**config.mk**
```make
export PLATFORM = sky130hd
export DESIGN_NAME = mem_port_arbiter
export DESIGN_NICKNAME = d
export VERILOG_FILES = /design/src/rtl/mem_port_arbiter_pkg.sv /design/src/rtl/mem_port_arbiter_beat_counter.sv /design/src/rtl/mem_port_arbiter.sv
export SDC_FILE = /design/constraint.sdc
export NUM_CORES = 1
export LEC_CHECK = 0
export CAP_MARGIN = 20
export CORE_AREA = 2 2 349 351
export DETAILED_ROUTE_END_ITERATION = 10
export DIE_AREA = 0 0 351 353
export HOLD_SLACK_MARGIN = 0.08
export SLEW_MARGIN = 20
export SYNTH_ARGS = -nofsm -noshare
export SYNTH_HDL_FRONTEND = slang
export SYNTH_SLANG_ARGS = --single-unit
```
**constraint.sdc**
```tcl
create_clock -name clk -period 2.05 [get_ports clk]
set_input_delay 0.3075 -clock clk [delete_from_list [all_inputs] [get_ports clk]]
set_output_delay 0.3075 -clock clk [all_outputs]
set_load 0.02 [all_outputs]
```
**src/rtl/mem_port_arbiter_pkg.sv**
```systemverilog
// Shared types and constants for the LC-3b memory-port arbiter.
package mem_port_arbiter_pkg;

   typedef logic [15:0]  lc3b_word;
   typedef logic [127:0] lc3b_data;
   typedef logic [15:0]  lc3b_mem_wmask;

   typedef enum logic [1:0] {
      ARB_IDLE    = 2'd0,
      ARB_GRANT_I = 2'd1,
      ARB_GRANT_D = 2'd2
   } lc3b_arb_state;

   // Side identifiers: also the bit positions inside the one-hot grant vector.
   localparam logic ARB_SEL_I = 1'b0;
   localparam logic ARB_SEL_D = 1'b1;

   // Beat counter width; a disabled limit still needs one bit to keep widths legal.
   function automatic int beat_cnt_w(input int max_beats);
      return (max_beats > 0) ? $clog2(max_beats + 1) : 1;
   endfunction

endpackage

```
**src/rtl/mem_port_arbiter_beat_counter.sv**
```systemverilog
// Saturating count of completed beats taken by the current holder.
module arb_beat_counter
   import mem_port_arbiter_pkg::*;
#(
   parameter int MAX_BEATS = 4,
   parameter int CNT_W     = beat_cnt_w(MAX_BEATS)
) (
   input  logic clk,
   input  logic rst_n,
   input  logic clear,
   input  logic inc,
   output logic at_limit
);

   localparam logic [CNT_W-1:0] LIMIT = CNT_W'(MAX_BEATS);

   logic [CNT_W-1:0] count;
   logic [CNT_W:0]   next_val;

   // One extra bit so count+1 cannot wrap before the unsigned compare.
   assign next_val = {1'b0, count} + {{CNT_W{1'b0}}, 1'b1};
   assign at_limit = (MAX_BEATS != 0) && (next_val >= {1'b0, LIMIT});

   // Clear takes priority over increment; the count holds once it reaches the limit.
   always_ff @(posedge clk or negedge rst_n) begin
      if (!rst_n) begin
         count <= '0;
      end else if (clear) begin
         count <= '0;
      end else if (inc && (count != LIMIT)) begin
         count <= next_val[CNT_W-1:0];
      end
   end

endmodule

```
**src/rtl/mem_port_arbiter.sv**
```systemverilog
// Shares one memory line port between the I-cache and D-cache miss paths.
module mem_port_arbiter
   import mem_port_arbiter_pkg::*;
#(
   parameter int LINE_W    = 128,
   parameter int ADDR_W    = 16,
   parameter int MAX_BEATS = 4
) (
   input  logic                  clk,
   input  logic                  rst_n,
   input  logic                  i_cyc,
   input  logic                  i_stb,
   input  logic                  i_we,
   input  logic [LINE_W/8-1:0]   i_sel,
   input  logic [ADDR_W-1:0]     i_addr,
   input  logic [LINE_W-1:0]     i_wdata,
   output logic [LINE_W-1:0]     i_rdata,
   output logic                  i_resp,
   output logic                  i_retry,
   input  logic                  d_cyc,
   input  logic                  d_stb,
   input  logic                  d_we,
   input  logic [LINE_W/8-1:0]   d_sel,
   input  logic [ADDR_W-1:0]     d_addr,
   input  logic [LINE_W-1:0]     d_wdata,
   output logic [LINE_W-1:0]     d_rdata,
   output logic                  d_resp,
   output logic                  d_retry,
   output logic                  m_cyc,
   output logic                  m_stb,
   output logic                  m_we,
   output logic [LINE_W/8-1:0]   m_sel,
   output logic [ADDR_W-1:0]     m_addr,
   output logic [LINE_W-1:0]     m_wdata,
   input  logic [LINE_W-1:0]     m_rdata,
   input  logic                  m_resp,
   input  logic                  m_retry,
   output logic [1:0]            grant,
   output logic                  busy
);

   lc3b_arb_state state_q, state_d;
   logic          last_grant_q, last_grant_d;
   logic          outstanding_q, outstanding_d;
   logic          stale_q, stale_d;
   logic          i_req, d_req;
   logic          resp_eff;
   logic          rel;
   logic          beat_inc;
   logic          at_limit;

   assign i_req    = i_cyc & i_stb;
   assign d_req    = d_cyc & d_stb;
   // A response owed to a holder that already walked away must not reach the new holder.
   assign resp_eff = m_resp & ~stale_q;
   assign i_rdata  = m_rdata;
   assign d_rdata  = m_rdata;

   arb_beat_counter #(
      .MAX_BEATS (MAX_BEATS)
   ) u_beat (
      .clk      (clk),
      .rst_n    (rst_n),
      .clear    (rel),
      .inc      (beat_inc),
      .at_limit (at_limit)
   );

   // State, last owner and stale-response tracking; reset abandons any transfer.
   always_ff @(posedge clk or negedge rst_n) begin
      if (!rst_n) begin
         state_q       <= ARB_IDLE;
         last_grant_q  <= ARB_SEL_I;
         outstanding_q <= 1'b0;
         stale_q       <= 1'b0;
      end else begin
         state_q       <= state_d;
         last_grant_q  <= last_grant_d;
         outstanding_q <= outstanding_d;
         stale_q       <= stale_d;
      end
   end

   // Next-state arbitration, release decision and port muxing for the current owner.
   always_comb begin
      state_d       = state_q;
      last_grant_d  = last_grant_q;
      outstanding_d = 1'b0;
      stale_d       = (m_resp | m_retry) ? 1'b0 : stale_q;
      rel           = 1'b0;
      beat_inc      = 1'b0;
      m_cyc         = 1'b0;
      m_stb         = 1'b0;
      m_we          = 1'b0;
      m_sel         = '0;
      m_addr        = '0;
      m_wdata       = '0;
      i_resp        = 1'b0;
      i_retry       = 1'b0;
      d_resp        = 1'b0;
      d_retry       = 1'b0;
      grant         = 2'b00;
      busy          = 1'b0;

      unique case (state_q)
         ARB_IDLE: begin
            if (i_req && d_req) begin
               state_d = (last_grant_q == ARB_SEL_I) ? ARB_GRANT_D : ARB_GRANT_I;
            end else if (i_req) begin
               state_d = ARB_GRANT_I;
            end else if (d_req) begin
               state_d = ARB_GRANT_D;
            end
         end

         ARB_GRANT_I: begin
            m_cyc            = i_cyc;
            m_stb            = i_stb;
            m_we             = i_we;
            m_sel            = i_sel;
            m_addr           = i_addr;
            m_wdata          = i_wdata;
            i_resp           = resp_eff;
            i_retry          = m_retry & ~m_resp & ~stale_q;
            grant[ARB_SEL_I] = 1'b1;
            busy             = 1'b1;
            beat_inc         = resp_eff;
            outstanding_d    = i_cyc & i_stb & ~m_resp & ~m_retry;
            rel              = ~i_cyc | (resp_eff & at_limit & d_req);
            if (rel) begin
               last_grant_d = ARB_SEL_I;
               state_d      = d_req ? ARB_GRANT_D : ARB_IDLE;
               if (!i_cyc && outstanding_q && !m_resp && !m_retry) begin
                  stale_d = 1'b1;
               end
            end
         end

         ARB_GRANT_D: begin
            m_cyc            = d_cyc;
            m_stb            = d_stb;
            m_we             = d_we;
            m_sel            = d_sel;
            m_addr           = d_addr;
            m_wdata          = d_wdata;
            d_resp           = resp_eff;
            d_retry          = m_retry & ~m_resp & ~stale_q;
            grant[ARB_SEL_D] = 1'b1;
            busy             = 1'b1;
            beat_inc         = resp_eff;
            outstanding_d    = d_cyc & d_stb & ~m_resp & ~m_retry;
            rel              = ~d_cyc | (resp_eff & at_limit & i_req);
            if (rel) begin
               last_grant_d = ARB_SEL_D;
               state_d      = i_req ? ARB_GRANT_I : ARB_IDLE;
               if (!d_cyc && outstanding_q && !m_resp && !m_retry) begin
                  stale_d = 1'b1;
               end
            end
         end

         default: begin
            state_d = ARB_IDLE;
         end
      endcase
   end

endmodule

```
* Word level (Yosys, flattened, before mapping) *
Index checks and enable logic that the tools add are counted.

word-level totals
  word-level logic and storage cells = 87
  flip-flop bits (word level) = 8
  output and inout bits = 426

cells by class
  bitwise logic cells = 20
  equality and inequality tests = 6
  reduce and logical (&&, ||, !) cells = 18
  add/sub/neg operators = 1
  order comparisons = 1
  mux-type cells = 36

operators by type and width
  kind                                                                                  number
  128-bit one-hot mux with 2 select lines                                               1
  16-bit one-hot mux with 2 select lines                                                2
  1-bit two-way mux                                                                     16
  2-bit two-way mux                                                                     7
  1-bit one-hot mux with 2 select lines                                                 7
  1-bit bitwise AND                                                                     12
  1-bit logical AND                                                                     8
  3-bit two-way mux                                                                     2
  2-bit one-hot mux with 3 select lines                                                 1
  3-bit AND reduction                                                                   2
  1-bit NOT                                                                             5
  3-bit by 1-bit adder with 4-bit output (second input constant)                        1
  4-bit by 3-bit greater-or-equal comparator with 1-bit output (second input constant)  1
  1-bit zero test                                                                       4
  2-bit inequality test (second input constant)                                         2
  4-bit inequality test (second input constant)                                         1
  2-bit nonzero test                                                                    2
  3-bit inequality test (second input constant)                                         1
  1-bit bitwise OR                                                                      3
  2-bit by 1-bit equality test with 1-bit output (second input constant)                1
  2-bit equality test (second input constant)                                           1
  2-bit zero test                                                                       1
  2-bit OR reduction                                                                    1

* Logic depth before layout (Yosys ltp) *
Gate-level depths: netlist of run 1.

  depth in word-level cells = 7
  depth in mapped cells = 8

* Modules after synthesis *
A second synthesis of run 1 with hierarchy kept.

unflattened totals
  cells, all modules = 708
  area total of the unflattened synthesis = 5024.8 sq um

by module, submodules not included
  module            area an instance (sq um)  cells an instance  times used
  mem_port_arbiter  4818.4                    687                1
  arb_beat_counter  206.4                     21                 1

* Worst setup path before layout of run 1 *
Ideal clock, no wire load.

  path kind = register -> output
  from = register state_q[1]
  to = output port i_retry
  data arrival time = 2122 ps
  slack = -380 ps
  cell stages (with the launch flop) = 7
  path buffers = 3
  cells stage by stage = dfrtp_1 -> inv_1 -> ha_1 -> clkbuf_1 -> buf_2 -> clkbuf_1 -> nor4bb_1

on the way
  cells in the longest elaborated chain, start to end = 2

RTL lines
  what                                            RTL line                 source
  start: declaration                              mem_port_arbiter.sv:42   lc3b_arb_state state_q, state_d;
  start signal: assignment                        mem_port_arbiter.sv:77   state_q <= state_d;
  2-bit by 1-bit equality test with 1-bit output  mem_port_arbiter.sv:105  unique case (state_q)
  1-bit two-way mux                               mem_port_arbiter.sv:105
  end: declaration                                mem_port_arbiter.sv:19   output logic i_retry,

No other way between the ends.

* Final worst setup path of run 1 *
  from = register state_q[1]
  to = output port m_wdata[111]

on the way
  cells in the longest elaborated chain, start to end = 2
  elaborated cells on any way between the ends = 3
  those cells by class = eq/ne: 2; mux: 1

RTL lines
  what                                                                                          RTL line                 source
  2-bit equality test / 2-bit by 1-bit equality test with 1-bit output (equally long branches)  mem_port_arbiter.sv:105
  128-bit one-hot mux with 2 select lines *                                                     mem_port_arbiter.sv:105
  end: declaration                                                                              mem_port_arbiter.sv:34   output logic [LINE_W-1:0] m_wdata,

Mark *: on every way between the ends. The rest lies on a longest branch, timed or not.

==> reports/metrics.csv, run 1 <==
metric,value,unit
outcome,"finished, violations left",
violations,setup timing,
row_count,128,
ant_nets,0,
hold_ws,0.382,ns
grt_pass1_vias,6735,
rsz0062_at_grt,yes,
area_delta_synth_final,188,%
pin_count,884,
cap_violations,0,
pre_cts_slack,-0.436,ns
dieArea,0.124,mm2
portBuffers,499,
synth_top_area_share,38.4,%
finalNonFillerCells,2655,
yosysMostFrequentCell,buf_4,
hold_path_class,in2async,
grt_usage,10.6,%
dieWidth,351,um
clk_latency,0.23,ns
finalNetCount,1492,
relSlewSlack,66.8,%
synth_top_area_cell,buf_4,
grt_pass1_wl,83.1,mm
first_pass_iters,4,
ys_top_cells_by_area,"buf_4, a22oi_1, nor2b_1, dfrtp_1, clkbuf_1",
drc,0,
finalPower,15.1,mW
start_util,4.16,%
syn_nets,1174,
finalHoldViolCount,0,
viasPerCell,2.60,
synth_area,0.00502,mm2
async_reset_ff_share,100,%
cts_max_level,1,
core,0.121,mm2
worstPathMaxFanout,8,
fin_skew,0.000287,ns
cts_buffers,3,
max_freq,440,MHz
crit_arrival,1.97,ns
endpoint_kind,output pin,
routabilityCongestion,0.840,
die_y,353,um
clkTransAtPathRegs,0.04,ns
power.density,1050,mW/mm2
yosysSeqAreaShare,3.99,%
overflow,0,
grt_max_degree,29,
final_layout_size_suffix_gt1_share,60.2,%
netlist_instances,710,
yosys-top-cells-count,"buf_4, nor2b_1, a22oi_1",
hpwlAfterDp,62.1,mm
setup_viol,140,
drtIter0Drc,405,
tightest_slew,0.498,ns
fin_util,12.0,%
cp-start-kind,flip-flop,
n_fill_cell,13696,
fin_crit_sh,111,%
yosys_warnings,0,
period_needed,2.27,ns
leakage,4.58,nW
dp_cells,2569,
finalWorstSetupSlack,-0.224,ns
syn_avg_cell_area,7.07,um2
ir_drop,0.549,mV
synth_flop_cell,dfrtp_1,
maxSlewViolCount,0,
synth-seq-cells,8,
cts.sink_count,8,
cts_tree,done,
critical_path_class,reg2out,
vias,6908,
synth_edf_count,0,
wl_per_cell,27.5,um
crit_required,1.74,ns
synthDistinctLibCells,34,
clk_path_buf_depth,2,
antenna_found_initial,41,
root_buffer,clkbuf_16,
wirelength,73.1,mm
## state kept, by name (all words and copies together), names as in the netlist
| name | count |
|---|---|
| state_q | 2 |
| outstanding_q | 1 |
| last_grant_q | 1 |
| stale_q | 1 |
| u_beat.count | 3 |
## timing repair
item | CTS | global route
setup buffers | 32 | 23
gates resized for setup | 556 | 182
pin swaps | 9 | 30
gates cloned | 14 | 18
endpoints found under the setup margin | 175 | 171
hold buffers | 0 | 0
## through the flow
| stage | cell area, um2 | setup TNS, ns |
|---|---|---|
| 6_report | 14400 | -12.27 |
| 5_1_grt | 14400 | -21.07 |
| 2_1_floorplan | 5370 | -0.992 |
| 3_3_place_gp | 11600 | -20.15 |
| 3_5_place_dp | 11600 | -26.34 |
| 4_1_cts | 13200 | -14.20 |
## per-layer routing
layer	global-route usage, %	part of all wire, %
met5	0	0.50
met4	1.94	2.4
met3	8.31	17
met2	17.5	46
met1	10.6	34
## worst max-delay path, stage by stage, from the launching register on
cell,delay (ns)
dfrtp_1,0.39
buf_6,0.13
ha_4,0.17
buf_12,0.15
buf_12,0.16
buf_12,0.14
a22oi_2,0.30
nor2b_2,0.10
buf_12,0.16
## final timing paths
check / startpoint / to / slack [ns] / cells past startpoint
setup / recovery: state_q[1] / m_wdata[111] / -0.22 / 8
min in group clk: outstanding_q / stale_q / 0.56 / 2
hold / removal: rst_n / state_q[1] / 0.38 / 1
setup reg to reg: u_beat.count[1] / state_q[0] / 0.11 / 7
hold reg to reg: outstanding_q / stale_q / 0.56 / 2
max in group asynchronous: rst_n / state_q[0] / 1.36 / 1
## cells in the final DEF (no fill, tap or decap), types with 2 or more instances in the layout
| cell type | synthesis | final |
|---|---|---|
| buf_2 | 5 | 7 |
| dfrtp_1 | 8 | 7 |
| nor2b_4 | 0 | 64 |
| ha_1 | 6 | 2 |
| buf_6 | 0 | 75 |
| nor2_1 | 9 | 8 |
| diode_2 | 0 | 4 |
| nor2b_2 | 0 | 91 |
| buf_16 | 0 | 15 |
| and2_1 | 5 | 3 |
| inv_1 | 5 | 3 |
| nor2b_1 | 165 | 10 |
| o21ai_0 | 4 | 3 |
| nor4bb_4 | 0 | 2 |
| dlygate4sd2_1 | 0 | 3 |
| clkdlybuf4s50_1 | 0 | 329 |
| clkbuf_16 | 0 | 20 |
| a21oi_1 | 2 | 2 |
| buf_8 | 0 | 11 |
| ha_4 | 0 | 3 |
| nand2_1 | 9 | 8 |
| buf_12 | 0 | 114 |
| a22oi_1 | 162 | 15 |
| buf_4 | 257 | 53 |
| and2_4 | 0 | 2 |
| a22oi_2 | 0 | 147 |
## where the power goes
group	switching (mW)	total [mW]	internal, mW
combinational	6.53	14.5	7.99
sequential	0.0532	0.267	0.214
clock	0.0765	0.328	0.251
## layout make-up
type / count / area (um2) / share of cell area [%]
Antenna cell: 4 / 10.0 / 0.0693
Clock buffer: 3 / 75.1 / 0.520
Inverter: 5 / 21.3 / 0.147
Multi-Input combinational cell: 384 / 4210 / 29.1
Sequential cell: 8 / 201 / 1.39
Tap cell: 1625 / 2030 / 14.1
Timing Repair Buffer: 626 / 7900 / 54.7
## cell families after synthesis
family / Yosys count / share of synthesized area [%]
adder cells (fa/ha/maj): 6 / 1.50
XOR/XNOR: 2 / 0.349
AO/OA/AOI/OAI: 179 / 26.9
multiplexers: 1 / 0.199
AND/OR/NAND/NOR: 196 / 24.0
buffers and inverters: 318 / 43.1
flip-flops: 8 / 3.99
Note: power is estimated with default switching activity, not from simulation.
==> run 2, diff against run 1 <==
--- a/config.mk
+++ b/config.mk
@@ -10,7 +10,6 @@
 export DETAILED_ROUTE_END_ITERATION = 10
 export DIE_AREA = 0 0 351 353
 export HOLD_SLACK_MARGIN = 0.08
-export SLEW_MARGIN = 20
 export SYNTH_ARGS = -nofsm -noshare
 export SYNTH_HDL_FRONTEND = slang
 export SYNTH_SLANG_ARGS = --single-unit
==> results of run 2 <==
Same layout as run 1: the final DEF is identical, and so are final timing and power.
